--- src/rtl/trap_pkg.sv ---
// Shared types and constants for the machine-mode trap/mret sequencer.
package trap_pkg;

  typedef enum logic [2:0] {
    IDLE,
    S_EPC,
    S_CAUSE,
    S_TVAL,
    S_STATUS,
    S_MSTAT,
    S_REDIR
  } state_t;

  localparam logic [11:0] CSR_MSTATUS = 12'h300;
  localparam logic [11:0] CSR_MIE     = 12'h304;
  localparam logic [11:0] CSR_MTVEC   = 12'h305;
  localparam logic [11:0] CSR_MEPC    = 12'h341;
  localparam logic [11:0] CSR_MCAUSE  = 12'h342;
  localparam logic [11:0] CSR_MTVAL   = 12'h343;

  localparam int MSTATUS_MIE    = 3;
  localparam int MSTATUS_MPIE   = 7;
  localparam int MSTATUS_MPP_LO = 11;
  localparam int MSTATUS_MPP_HI = 12;
  localparam int MIE_MEIE       = 11;

  localparam logic [3:0] EXC_ILLEGAL     = 4'd2;
  localparam logic [3:0] EXC_BREAK       = 4'd3;
  localparam logic [3:0] EXC_LD_MISALIGN = 4'd4;
  localparam logic [3:0] EXC_ST_MISALIGN = 4'd6;
  localparam logic [3:0] EXC_ECALL_M     = 4'd11;

  localparam logic [1:0] MTVEC_VECTORED = 2'b01;

endpackage

--- src/rtl/trap_target_gen.sv ---
// Redirect target: mtvec base (optionally vectored for interrupts) or mepc for mret.
module trap_target_gen
  import trap_pkg::*;
#(
  parameter int XLEN = 32
) (
  input  logic [XLEN-1:0] mtvec,
  input  logic [3:0]      cause,
  input  logic            is_irq,
  input  logic            mret,
  input  logic [XLEN-1:0] mepc,
  output logic [XLEN-1:0] target_pc
);

  logic [XLEN-1:0] base;
  logic [XLEN-1:0] offset;
  logic            unused_mepc_lsbs;

  assign unused_mepc_lsbs = ^mepc[1:0];

  // Modes 10/11 are reserved and fall back to direct.
  always_comb begin
    base   = {mtvec[XLEN-1:2], 2'b00};
    offset = '0;
    if (is_irq && (mtvec[1:0] == MTVEC_VECTORED)) begin
      offset = {{(XLEN-6){1'b0}}, cause, 2'b00};
    end
    if (mret) begin
      target_pc = {mepc[XLEN-1:2], 2'b00};
    end else begin
      target_pc = base + offset;
    end
  end

endmodule

--- src/rtl/trap_sequencer.sv ---
// Machine-mode trap/mret sequencer: flushes ID/EX, stalls the front end, writes the
// trap CSRs one per cycle and issues a single-cycle PC redirect.
module trap_sequencer
  import trap_pkg::*;
#(
  parameter int XLEN      = 32,
  parameter int IRQ_CAUSE = 11
) (
  input  logic            clk,
  input  logic            rst,
  input  logic            exc_valid,
  input  logic [3:0]      exc_cause,
  input  logic [XLEN-1:0] exc_pc,
  input  logic [XLEN-1:0] exc_tval,
  input  logic            mret_req,
  input  logic            irq_ext,
  input  logic            id_valid,
  input  logic [XLEN-1:0] id_pc,
  input  logic [XLEN-1:0] csr_mstatus,
  input  logic [XLEN-1:0] csr_mie,
  input  logic [XLEN-1:0] csr_mtvec,
  input  logic [XLEN-1:0] csr_mepc,
  output logic            trap_flush,
  output logic            stall_front,
  output logic            csr_wr_en,
  output logic [11:0]     csr_wr_addr,
  output logic [XLEN-1:0] csr_wr_data,
  output logic            redirect_valid,
  output logic [XLEN-1:0] redirect_pc,
  output logic            busy
);

  localparam logic [3:0] IRQ_CODE = 4'(IRQ_CAUSE);

  function automatic logic [XLEN-1:0] trap_mstatus(input logic [XLEN-1:0] s);
    logic [XLEN-1:0] r;
    r = s;
    r[MSTATUS_MPIE] = s[MSTATUS_MIE];
    r[MSTATUS_MIE]  = 1'b0;
    r[MSTATUS_MPP_HI:MSTATUS_MPP_LO] = 2'b11;
    return r;
  endfunction

  function automatic logic [XLEN-1:0] mret_mstatus(input logic [XLEN-1:0] s);
    logic [XLEN-1:0] r;
    r = s;
    r[MSTATUS_MIE]  = s[MSTATUS_MPIE];
    r[MSTATUS_MPIE] = 1'b1;
    r[MSTATUS_MPP_HI:MSTATUS_MPP_LO] = 2'b11;
    return r;
  endfunction

  function automatic logic [XLEN-1:0] mcause_word(input logic irq, input logic [3:0] code);
    return {irq, {(XLEN-5){1'b0}}, code};
  endfunction

  state_t          state;
  logic [3:0]      cause_q;
  logic [XLEN-1:0] tval_q;
  logic            is_irq_q;
  logic            irq_pend;
  logic            take_trap;
  logic [XLEN-1:0] acc_epc;
  logic [XLEN-1:0] target_pc;
  logic            unused_bits;

  assign irq_pend  = irq_ext & csr_mstatus[MSTATUS_MIE] & csr_mie[MIE_MEIE] & id_valid;
  assign take_trap = exc_valid | (~mret_req & irq_pend);
  assign acc_epc   = exc_valid ? exc_pc : id_pc;
  assign unused_bits = ^{acc_epc[0], csr_mie[XLEN-1:MIE_MEIE+1], csr_mie[MIE_MEIE-1:0]};

  trap_target_gen #(.XLEN(XLEN)) u_target_gen (
    .mtvec     (csr_mtvec),
    .cause     (cause_q),
    .is_irq    (is_irq_q),
    .mret      (state == S_MSTAT),
    .mepc      (csr_mepc),
    .target_pc (target_pc)
  );

  // Outputs are computed for the state being entered, so each is a plain flop.
  always_ff @(posedge clk) begin
    if (rst) begin
      state          <= IDLE;
      trap_flush     <= 1'b0;
      stall_front    <= 1'b0;
      busy           <= 1'b0;
      csr_wr_en      <= 1'b0;
      csr_wr_addr    <= '0;
      csr_wr_data    <= '0;
      redirect_valid <= 1'b0;
      redirect_pc    <= '0;
    end else begin
      trap_flush     <= 1'b0;
      csr_wr_en      <= 1'b0;
      csr_wr_addr    <= '0;
      csr_wr_data    <= '0;
      redirect_valid <= 1'b0;
      redirect_pc    <= '0;
      busy           <= 1'b1;
      stall_front    <= 1'b1;
      unique case (state)
        IDLE: begin
          busy        <= 1'b0;
          stall_front <= 1'b0;
          if (take_trap) begin
            state       <= S_EPC;
            cause_q     <= exc_valid ? exc_cause : IRQ_CODE;
            tval_q      <= exc_valid ? exc_tval : '0;
            is_irq_q    <= ~exc_valid;
            trap_flush  <= 1'b1;
            csr_wr_en   <= 1'b1;
            csr_wr_addr <= CSR_MEPC;
            csr_wr_data <= {acc_epc[XLEN-1:1], 1'b0};
            busy        <= 1'b1;
            stall_front <= 1'b1;
          end else if (mret_req) begin
            state       <= S_MSTAT;
            trap_flush  <= 1'b1;
            csr_wr_en   <= 1'b1;
            csr_wr_addr <= CSR_MSTATUS;
            csr_wr_data <= mret_mstatus(csr_mstatus);
            busy        <= 1'b1;
            stall_front <= 1'b1;
          end
        end
        S_EPC: begin
          state       <= S_CAUSE;
          csr_wr_en   <= 1'b1;
          csr_wr_addr <= CSR_MCAUSE;
          csr_wr_data <= mcause_word(is_irq_q, cause_q);
        end
        S_CAUSE: begin
          state       <= S_TVAL;
          csr_wr_en   <= 1'b1;
          csr_wr_addr <= CSR_MTVAL;
          csr_wr_data <= tval_q;
        end
        S_TVAL: begin
          state       <= S_STATUS;
          csr_wr_en   <= 1'b1;
          csr_wr_addr <= CSR_MSTATUS;
          csr_wr_data <= trap_mstatus(csr_mstatus);
        end
        S_STATUS, S_MSTAT: begin
          state          <= S_REDIR;
          redirect_valid <= 1'b1;
          redirect_pc    <= target_pc;
        end
        S_REDIR: begin
          state       <= IDLE;
          busy        <= 1'b0;
          stall_front <= 1'b0;
        end
        default: begin
          state       <= IDLE;
          busy        <= 1'b0;
          stall_front <= 1'b0;
        end
      endcase
    end
  end

endmodule

--- config.mk ---
export PLATFORM = sky130hd
export DESIGN_NAME = trap_sequencer
export DESIGN_NICKNAME = d
export VERILOG_FILES = /design/src/rtl/trap_pkg.sv /design/src/rtl/trap_target_gen.sv /design/src/rtl/trap_sequencer.sv
export SDC_FILE = /design/constraint.sdc
export NUM_CORES = 1
export LEC_CHECK = 0
export ABC_AREA = 1
export CAP_MARGIN = 20
export CORE_AREA = 2 2 158 160
export CTS_CLUSTER_SIZE = 28
export DETAILED_ROUTE_END_ITERATION = 8
export DIE_AREA = 0 0 160 162
export DONT_BUFFER_PORTS = 1
export HOLD_SLACK_MARGIN = 0.12
export PLACE_DENSITY_LB_ADDON = 0.12
export SYNTH_ARGS = -nofsm -noshare
export SYNTH_HDL_FRONTEND = slang
export SYNTH_SLANG_ARGS = --single-unit
--- constraint.sdc ---
create_clock -name clk -period 2.72 [get_ports clk]
set_input_delay 0.272 -clock clk [delete_from_list [all_inputs] [get_ports clk]]
set_output_delay 0.272 -clock clk [all_outputs]
set_load 0.01 [all_outputs]
---- After elaboration in Yosys (flattened, before gate mapping) ----
Index checks and enable logic that the tools add are counted.
operators by class
  add/subtract/negate cells ............... 1
  eq/ne operators ......................... 7
  multiplexer cells ....................... 17
  bitwise logic cells ..................... 10
  reductions and logical operators ........ 9
operator list
  cell                number
  $mux 32             4
  $pmux 32 s4         1
  $pmux 10 s4         1
  $add 32x6->32       1
  $mux 10             2
  $pmux 3 s5          1
  $eq 3x2->1 const B  2
  $eq 3x3->1 const B  2
  $mux 3              2
  $mux 6              1
  $reduce_or 2->1     3
  $reduce_or 3->1     2
  $not 1->1           5
  $reduce_or 5->1     1
  $and 1x1->1         4
  $pmux 1 s2          2
  $eq 3x1->1 const B  1
  $logic_not 3->1     1
  $mux 1              3
  $ne 3x3->1 const B  1
  $reduce_and 3->1    1
  $eq 2x1->1 const B  1
  $logic_and 1x1->1   1
  $or 1x1->1          1
word-level totals
  register bits ........................... 120
  input bits .............................. 234
  output and inout port bits .............. 81
  word-level logic and storage cells ...... 56

---- Depth between registers and ports, before layout ----
  depth after elaboration ................. 7
  depth in mapped cells ................... 14

---- By module ----
From an unflattened synthesis, not the netlist that was laid out.
unflattened totals
  cell total of the unflattened synthesis .. 953
  area total of the unflattened synthesis .. 6294.8 sq um
modules (own cells, without submodules)
  module           instances  cells an instance  area an instance (sq um)
  trap_sequencer   1          633                4849.7
  trap_target_gen  1          320                1445.1

---- Worst setup path before layout ----
OpenSTA, ideal clock, no wires.
  path type ............................... register to register
  start point ............................. register state[0]
  end point ............................... register cause_q[0] (enable)
  library setup time ...................... 431 ps
  arrival time ............................ 2504 ps
  slack ................................... -215 ps
  stages on the path, launching flop included .. 7
  buffers on the path ..................... 1
  path through ............................ dfxtp_1 inv_2 nand2_2 nor2_4 buf_2 nand2_1 nor2_1
on the way
  word-level cells in the longest chain between the ends .. 2
RTL lines
  what                               RTL line               source
  start, declared                    trap_sequencer.sv:57   state_t state;
  start signal, assigned             trap_sequencer.sv:84   state <= IDLE;
  start signal, assigned             trap_sequencer.sv:107  state <= S_EPC;
  start signal, assigned             trap_sequencer.sv:118  state <= S_MSTAT;
  $logic_not 3->1                    trap_sequencer.sv:102  unique case (state)
  $reduce_and 3->1 (no source line)  --
  end signal, assigned               trap_sequencer.sv:108  cause_q <= exc_valid ? exc_cause : IRQ_CODE;
  end, declared                      trap_sequencer.sv:58   logic [3:0] cause_q;
No other way between the ends.
A chain may end at the register's enable or synchronous reset.

---- Worst setup path after layout ----
  start point ............................. register is_irq_q
  end point ............................... register redirect_pc[14]
on the way
  word-level cells in the longest chain between the ends .. 4
RTL lines
  what                    RTL line               source
  start, declared         trap_sequencer.sv:60   logic is_irq_q;
  start signal, assigned  trap_sequencer.sv:110  is_irq_q <= ~exc_valid;
  $logic_and 1x1->1       trap_target_gen.sv:25  if (is_irq && (mtvec[1:0] == MTVEC_VECTORED)) begin
  $mux 6                  trap_target_gen.sv:25
  $add 32x6->32           trap_target_gen.sv:31  target_pc = base + offset;
  $mux 32                 trap_target_gen.sv:28  if (mret) begin
  end signal, assigned    trap_sequencer.sv:148  redirect_pc <= target_pc;
  end, declared           trap_sequencer.sv:29   output logic [XLEN-1:0] redirect_pc,
No other way between the ends.

==> results.json <==
{
  "status": "completed",
  "drt_first_pass_iters": 4,
  "required_ns": 2.99,
  "yosysMostFrequentCell": "nand2_1",
  "synth_cell_types": 32,
  "io_pins": 315,
  "drv_slew": 0,
  "die_h_um": 162,
  "syn2layout_area_growth_pct": 24.9,
  "fin_crit_ns": 2.53,
  "worstPathMaxFanout": 6,
  "antenna_found_initial": 1,
  "cts_tree": "done",
  "async_reset_ff_share_pct": 0,
  "synth.yosys.seq_area_share_pct": 43.1,
  "final_nets": 1178,
  "antenna_cells": 0,
  "drive_above_1_share_pct": 7.31,
  "fp-row-count": 57,
  "cts_max_path_buffers": 2,
  "drtIter0Drc": 266,
  "synth_top_flop_cell": "dfxtp_1",
  "synth_top_area_share_pct": 24.5,
  "fmax_ghz": 0.395,
  "post_synth.cell_area_avg_um2": 6.87,
  "drc": 0,
  "grt_pass1_vias": 5495,
  "grt-ovfl-total": 0,
  "core-area_um2": 24100,
  "ir_drop_v": 0.000237,
  "synth_cells": 868,
  "p_per_area_nw_per_um2": 630,
  "grt_use_total_pct": 15.6,
  "endpoint_kind": "flip-flop",
  "critPathKind": "reg -> reg",
  "port_buffers": 0,
  "yosys_warnings": 0,
  "root_buffer": "clkbuf_16",
  "syn-cell-area_um2": 5970,
  "final_util_pct": 30.9,
  "drt_wl_total_um": 20300,
  "finalCritPeriodShare_pct": 93.2,
  "crit_arrival_ns": 2.81,
  "synth_edf_count": 37,
  "synth-seq-cells": 110,
  "min_path_type": "in -> reg",
  "final_area_um2": 7450,
  "hpwl_um": 14700,
  "wl_per_cell_um": 16.0,
  "ant_nets": 0,
  "p_leak_nw": 3.66,
  "max_cap_viol_count": 0,
  "start_util_pct": 24.8,
  "vias": 5512,
  "gp_congestion": 0.790,
  "vias_per_cell": 4.35,
  "die_area_um2": 25900,
  "insertion_delay_ns": 0.37,
  "critPathLaunchType": "flip-flop",
  "finalHoldViolations": 0,
  "rsz0062_at_grt": "yes",
  "dpl_cell_area_um2": 6240,
  "grt_first_pass_wirelength_um": 31000,
  "synthTopCellsByArea": "dfxtp_1 (24%), nand2_1 (20%), edfxtp_1 (19%), inv_1 (7.0%), nand3_1 (6.4%)",
  "grt_max_degree": 41,
  "cts_made_buffers": 9,
  "die_x_um": 160,
  "fillers": 2739,
  "h-tree-depth": 3,
  "clk_pin_slew_ns": 0.09,
  "setup_viol": 0,
  "clock_sinks": 110,
  "finClkSkew_ns": 0.0187,
  "netlist_top_cells_count": "nand2_1 (312), inv_1 (111), nor2_1 (101)",
  "synth_top_cell_by_area": "dfxtp_1"
}
[cell families (layout without fill, tap and decap cells)]
logic type / after synthesis / count (layout) / share of synthesized area (%)
AND/OR/NAND/NOR: 534 / 534 / 37.6
buffers and inverters: 161 / 229 / 11.5
flip-flops: 110 / 110 / 43.1
AO/OA/AOI/OAI: 50 / 50 / 5.51
XOR/XNOR: 7 / 7 / 1.03
adder cells (fa/ha/maj): 5 / 5 / 1.17
other: 1 / 9 / 0.0628
[report_power, final]
| part | internal, W | switching (W) |
|---|---|---|
| sequential | 0.00195 | 0.000202 |
| combinational | 0.000392 | 0.000744 |
| clock | 0.000668 | 0.000740 |
| total | 0.00301 | 0.00169 |
[path summary, 6_finish.rpt]
kind                       from               to  slack, ns  depth (start not counted)
hold reg to reg        state[2]             busy       0.53                          1
setup reg to reg       is_irq_q  redirect_pc[14]       0.19                         12
hold / removal    csr_mtvec[29]  redirect_pc[29]       0.13                          4
setup / recovery       is_irq_q  redirect_pc[14]       0.19                         12
[repair_timing]
item,CTS,global route
hold endpoints to repair,80,0
hold buffers,87,0
setup endpoints to repair,0,2
gates resized for setup,0,4
buffers inserted,0,0
[cells in the final DEF (no fill, tap or decap)]
cell type / instances
o211ai_1: 1
inv_2: 5
nand2_4: 2
buf_4: 10
a31oi_1: 7
nor2_2: 1
buf_12: 2
or2_2: 5
edfxtp_1: 37
xor2_1: 3
nor2_4: 4
conb_1: 9
nor2_1: 100
xnor2_1: 4
clkinv_4: 2
nand3_1: 76
o21ai_2: 1
a31oi_2: 9
nand3b_1: 12
fa_1: 1
nor3_1: 3
o21ai_0: 21
nand4_1: 7
nand2_2: 13
nand2_1: 310
inv_12: 1
dlygate4sd3_1: 85
inv_8: 3
a21oi_1: 11
inv_1: 111
ha_1: 4
clkinv_8: 1
dfxtp_1: 73
nand3_2: 1
clkbuf_16: 9
[routing by layer]
metal  global-route usage (%)  vias to the layer above  wire length [um]
met5                        0                        -                13
met3                     3.98                       25              1330
met1                     19.6                     2484              9000
met2                     26.1                      189              9560
li1                         -                     2812                 -
met4                     5.53                        2               415
[critical path: stages, from the launching register on]
cell           delay, ns
edfxtp_1            0.40
nand3b_1            0.19
nor2_1              0.08
ha_1                0.23
fa_1                0.42
nand2_2             0.12
nand2_4             0.08
nand3_1             0.11
or2_2               0.11
nand3_1             0.07
nand2_1             0.07
dlygate4sd3_1       0.54
inv_1               0.04
[registers in the layout, indices dropped and copies added (netlist names), 3 cells and up]
| name | count |
|---|---|
| csr_wr_data | 32 |
| state | 3 |
| tval_q | 32 |
| cause_q | 4 |
| redirect_pc | 30 |
| csr_wr_addr | 4 |
[area by class of cell]
| type | count | area (um^2) | share of cell area (%) |
|---|---|---|---|
| repair buffers | 97 | 966 | 13.0 |
| clock buffers | 9 | 225 | 3.02 |
| multi-input cells | 605 | 2760 | 37.1 |
| inverters | 116 | 435 | 5.84 |
| clock inverters | 7 | 83.8 | 1.13 |
| flip-flops and latches | 110 | 2570 | 34.5 |
| well taps | 324 | 405 | 5.44 |
[through the flow]
step                      setup WS [ns]  total power, W  instances  setup TNS, ns  hold slack, ns
after detailed placement          0.474         0.00323       1165              0           0.343
after CTS                        0.0977         0.00481       1268              0           0.122
final                             0.186         0.00470       1268              0           0.135
after global routing            -0.0105         0.00501       1268        -0.0105           0.143
after global placement            0.494         0.00324       1165              0           0.342
after floorplan                   0.394         0.00295        876              0           0.354
Power figures use the tool's default switching activity.
